### config.mk
export PLATFORM = sky130hd
export DESIGN_NAME = mul_datapath
export DESIGN_NICKNAME = d
export VERILOG_FILES = /design/src/rtl/mul_datapath.sv
export SDC_FILE = /design/constraint.sdc
export NUM_CORES = 1
export LEC_CHECK = 0
export CAP_MARGIN = 10
export CELL_PAD_IN_SITES_DETAIL_PLACEMENT = 1
export CELL_PAD_IN_SITES_GLOBAL_PLACEMENT = 2
export CORE_MARGIN = 4
export CORE_UTILIZATION = 30
export DETAILED_ROUTE_END_ITERATION = 10
export HOLD_SLACK_MARGIN = 0.06
export PLACE_DENSITY_LB_ADDON = 0.08
export SETUP_SLACK_MARGIN = 0.3
export SLEW_MARGIN = 0
export SYNTH_ARGS = -nofsm -noshare
export SYNTH_HDL_FRONTEND = slang
export SYNTH_SLANG_ARGS = --single-unit
### constraint.sdc
create_clock -name clk -period 4.5 [get_ports clk]
set_clock_uncertainty 0.1 [all_clocks]
set_input_delay 0.675 -clock clk [delete_from_list [all_inputs] [get_ports clk]]
set_output_delay 0.675 -clock clk [all_outputs]
set_load 0.005 [all_outputs]
### src/rtl/mul_datapath.sv
// Shift-free multiply datapath: operand register A, down-counter B and accumulator P.
// Optional sticky overflow flag on the accumulator, enabled by defining MUL_DATAPATH_OVF_EN.
module mul_datapath #(
  parameter int unsigned WIDTH = 16
) (
  input  logic             clk,
  input  logic             rst,
  input  logic             LdA,
  input  logic             LdB,
  input  logic             LdP,
  input  logic             clrP,
  input  logic             decB,
  input  logic [WIDTH-1:0] data_in,
  output logic             eqz,
  output logic [WIDTH-1:0] product
`ifdef MUL_DATAPATH_OVF_EN
  ,
  output logic             ovf
`endif
);

  logic [WIDTH-1:0] a_q, a_d;
  logic [WIDTH-1:0] b_q, b_d;
  logic [WIDTH-1:0] p_q, p_d;
  logic [WIDTH-1:0] sum;

`ifdef MUL_DATAPATH_OVF_EN
  logic ovf_q, ovf_d;
  logic carry;

  assign {carry, sum} = {1'b0, p_q} + {1'b0, a_q};
  assign ovf = ovf_q;
`else
  assign sum = p_q + a_q;
`endif

  // eqz comes straight from the register so both gating and the controller see pre-edge B.
  assign eqz     = (b_q == '0);
  assign product = p_q;

  always_comb begin
    a_d = a_q;
    b_d = b_q;
    p_d = p_q;
`ifdef MUL_DATAPATH_OVF_EN
    ovf_d = ovf_q;
`endif

    if (LdA) begin
      a_d = data_in;
    end

    if (LdB) begin
      b_d = data_in;
    end else if (decB && !eqz) begin
      b_d = b_q - 1'b1;
    end

    if (clrP) begin
      p_d = '0;
`ifdef MUL_DATAPATH_OVF_EN
      ovf_d = 1'b0;
`endif
    end else if (LdP && !eqz) begin
      p_d = sum;
`ifdef MUL_DATAPATH_OVF_EN
      if (carry) begin
        ovf_d = 1'b1;
      end
`endif
    end
  end

  always_ff @(posedge clk) begin
    if (rst) begin
      a_q <= '0;
      b_q <= '0;
      p_q <= '0;
`ifdef MUL_DATAPATH_OVF_EN
      ovf_q <= 1'b0;
`endif
    end else begin
      a_q <= a_d;
      b_q <= b_d;
      p_q <= p_d;
`ifdef MUL_DATAPATH_OVF_EN
      ovf_q <= ovf_d;
`endif
    end
  end

endmodule

==> flow_summary_export.csv <==
group,metric,value,unit
status,status,"finished, final reports clean",
finish,finalInstanceArea,0.00339,mm2
clock_network,clkTransAtPathRegs,100,ps
sta,hold_violations,0,
min_path,hold_path.class,"register to register",
yosys,syn_nets,366,
flow_run,drv_cap,0,
yosys,synthTopCellsByArea,"dfxtp_1 (34%), mux2i_1 (7.5%), ha_1 (7.1%)",
worst_setup_path,max_stage_delay,690,ps
clock_network,numCtsBuffers,5,
finish,nNetsFinal,395,
floorplan,dieArea,0.0109,mm2
detailed_routing,via_per_inst,5.22,
clock_network,clockRootBuffer,"clkbuf_8",
detailed_routing,wl,7700,um
worst_setup_path,rr_worst_depth,8,
global_routing,grt_overflow_total,0,
worst_setup_path,start_kind,"register",
floorplan,start_util,31.5,%
detailed_routing,vias,2420,
yosys,ys_seq_elements,48,
place,placed_area,0.00327,mm2
worst_setup_path,r2r_slack,1650,ps
floorplan,rows,34,
sta,layout_min_cycle_time,3390,ps
floorplan,core-area,0.00889,mm2
pwr,peakVddDrop,0.000121,V
clock_network,cts_tree,"yes",
sta,period_share,75.4,%
yosys,synth_top_area_share,34.3,%
sta,rsz0062_at_grt,"no",
pwr,leakagePower,1.42,nW
yosys,ys.flop_type,"dfxtp_1",
yosys,ys_types,54,
worst_setup_path,cp.arrival,2620,ps
sta,tightest_slew,966,ps
clock_network,cts_resized,0,
clock_network,clk_latency,310,ps
worst_setup_path,crit_path_end,"eqz",
detailed_routing,drc,0,
place,place_congestion,0.720,
yosys,synthArstFlopShare,0,%
global_routing,antenna_found_initial,0,
worst_setup_path,endpoint_kind,"output pin",
yosys,synth_edf_count,0,
worst_setup_path,cp_slowest_cell,"or4_1",
worst_setup_path,worst-path-buf-inv,1,
clock_network,postCtsSetupBuffers,0,
place,portBuffers,39,
sta,setup_viol_count_final,0,
finish,fin_cells,464,
detailed_routing,drt-initial-drc-count,36,
global_routing,grt_pass1_wl,12900,um
worst_setup_path,rr_startpoint,"product[0]",
yosys,syn_area,0.00280,mm2
finish,drive_above_1_share,5.34,%
yosys,synth_top_cell_by_area,"dfxtp_1",
sta,max_freq,0.295,GHz
yosys,avgSynthCellArea,8.59,um2
clock_network,htree_levels,2,
worst_setup_path,reg2reg_to,"product[12]",
detailed_routing,wl_per_cell,16.6,um
worst_setup_path,critPathLaunch,"b_q[10]",
worst_setup_path,worstSetupPathType,"register to output pin",
detailed_routing,final_antenna_net_count,0,
floorplan,die_w,105,um
finish,antenna_cells,0,
sta,slew_headroom,35.4,%
worst_setup_path,required,3720,ps
yosys,postSynthCellCount,326,
global_routing,grt_max_degree,36,
worst_setup_path,critical-path-top-delay-family,"simple AND/OR/NAND/NOR gates",
sta,finalSetupTns,0,ps
finish,fill_cells,1025,
yosys,synth-seq-area-share,34.3,%
worst_setup_path,crit_chain,"or4_1 > nor4_4 > and3_1 > clkdlybuf4s50_1",
sta,setup_ws,1110,ps
clock_network,cts.sinks,48,
clock_network,hold_buffers,0,
yosys,yosysWarnings,0,
detailed_routing,drt_first_pass_iters,4,
global_routing,gr-usage-all-layers,14.4,%
place,placedCellCount,456,
place,dpl_worst_slack,1450,ps
finish,final_common_cell,"dfxtp_1",
worst_setup_path,critical_path_depth,4,
clock_network,clock_path_buffers,2,
floorplan,dieHeight,105,um
sta,report.final.slew_viol_count,0,
finish,final_core_util,38.1,%
finish,layout_common_cells,"dfxtp_1 (48), clkdlybuf4s50_1 (39), nand2_1 (37)",
global_routing,first_global_vias,2498,
worst_setup_path,cp_max_fo,8,
place,dp_hpwl,5710,um
finish,syn_to_final_growth,20.9,%
floorplan,io_pins,40,
pwr,power.density,297,mW/mm2
[worst min path at each step]
stage          cells past startpoint           to         from  slack (ps)
2_1_floorplan                      2  product[15]  product[15]         360
3_3_place_gp                       2  product[15]  product[15]         350
3_5_place_dp                       2   product[7]   product[7]         370
4_1_cts                            2   product[7]   product[7]         390
5_1_grt                            2  product[13]  product[13]         420
6_report                           2   product[7]   product[7]         390
[state kept, by name, indices dropped and copies added, names as in the netlist]
signal and flops:
product 16, a_q 16, b_q 16
[power by group]
| group | total (mW) | switching, mW | internal (mW) |
|---|---|---|---|
| clock | 0.350 | 0.167 | 0.182 |
| sequential | 0.470 | 0.0216 | 0.449 |
| combinational | 0.188 | 0.104 | 0.0844 |
[metrics by stage]
step	total power, mW	hold slack (ps)
4_1_cts	1.02	390
5_1_grt	1.06	416
3_5_place_dp	0.670	375
6_report	1.01	386
3_3_place_gp	0.669	354
2_1_floorplan	0.605	360
[logic make-up (layout without fill, tap and decap cells)]
| kind of cell | count (synthesis) | in the layout | share of synthesized area, % |
|---|---|---|---|
| DFF | 48 | 48 | 34.3 |
| buffers and inverters | 26 | 56 | 4.02 |
| xor gates and xnor gates | 22 | 22 | 6.88 |
| adders and majority gates | 17 | 17 | 7.86 |
| AOI/OAI and AO/OA | 77 | 77 | 19.3 |
| muxes | 21 | 21 | 7.50 |
| and+or+nand+nor | 115 | 115 | 20.1 |
[tightest hold or removal path, cell delays in order, from the launching register on]
cell and delay (ps):
dfxtp_1 340, nand2_1 60, a21oi_1 50
[cells in the mapped netlist (2+ instances only)]
master and n:
dfxtp_1 48, nand2_1 37, nor2_1 34, a21oi_1 25
mux2i_1 21, ha_1 16, xnor2_1 14, clkbuf_1 12
nand3_1 10, a211oi_1 9, o21ai_0 8, xor2_1 8
inv_1 7, nor3_1 6, nor4_1 6, a21o_1 5
a211o_1 4, or4_1 4, a31oi_1 3, buf_2 3
nand4_1 3, nand4b_1 3, o21a_1 3, buf_1 2
o2111ai_1 2, o211ai_1 2, o22ai_1 2, or2_2 2
or3_1 2
[routing by layer]
layer  up-vias  global-route usage [%]  routed length (um)
met2        36                    23.0                3470
met3         5                    2.96                 271
met1      1140                    20.1                3880
met5         -                       0                   0
li1       1239                       -                   -
met4         0                    3.37                  81
[cell type report]
type / instances / area, um2 / area share [%]
clock inverters: 2 / 38.8 / 1.14
inverters: 7 / 26.3 / 0.775
repair buffers: 41 / 405 / 12.0
well taps: 108 / 135 / 3.99
flip-flops and latches: 48 / 961 / 28.4
clock buffers: 6 / 82.6 / 2.44
multi-input cells: 252 / 1740 / 51.3
Note: power is estimated with default switching activity, not from simulation.
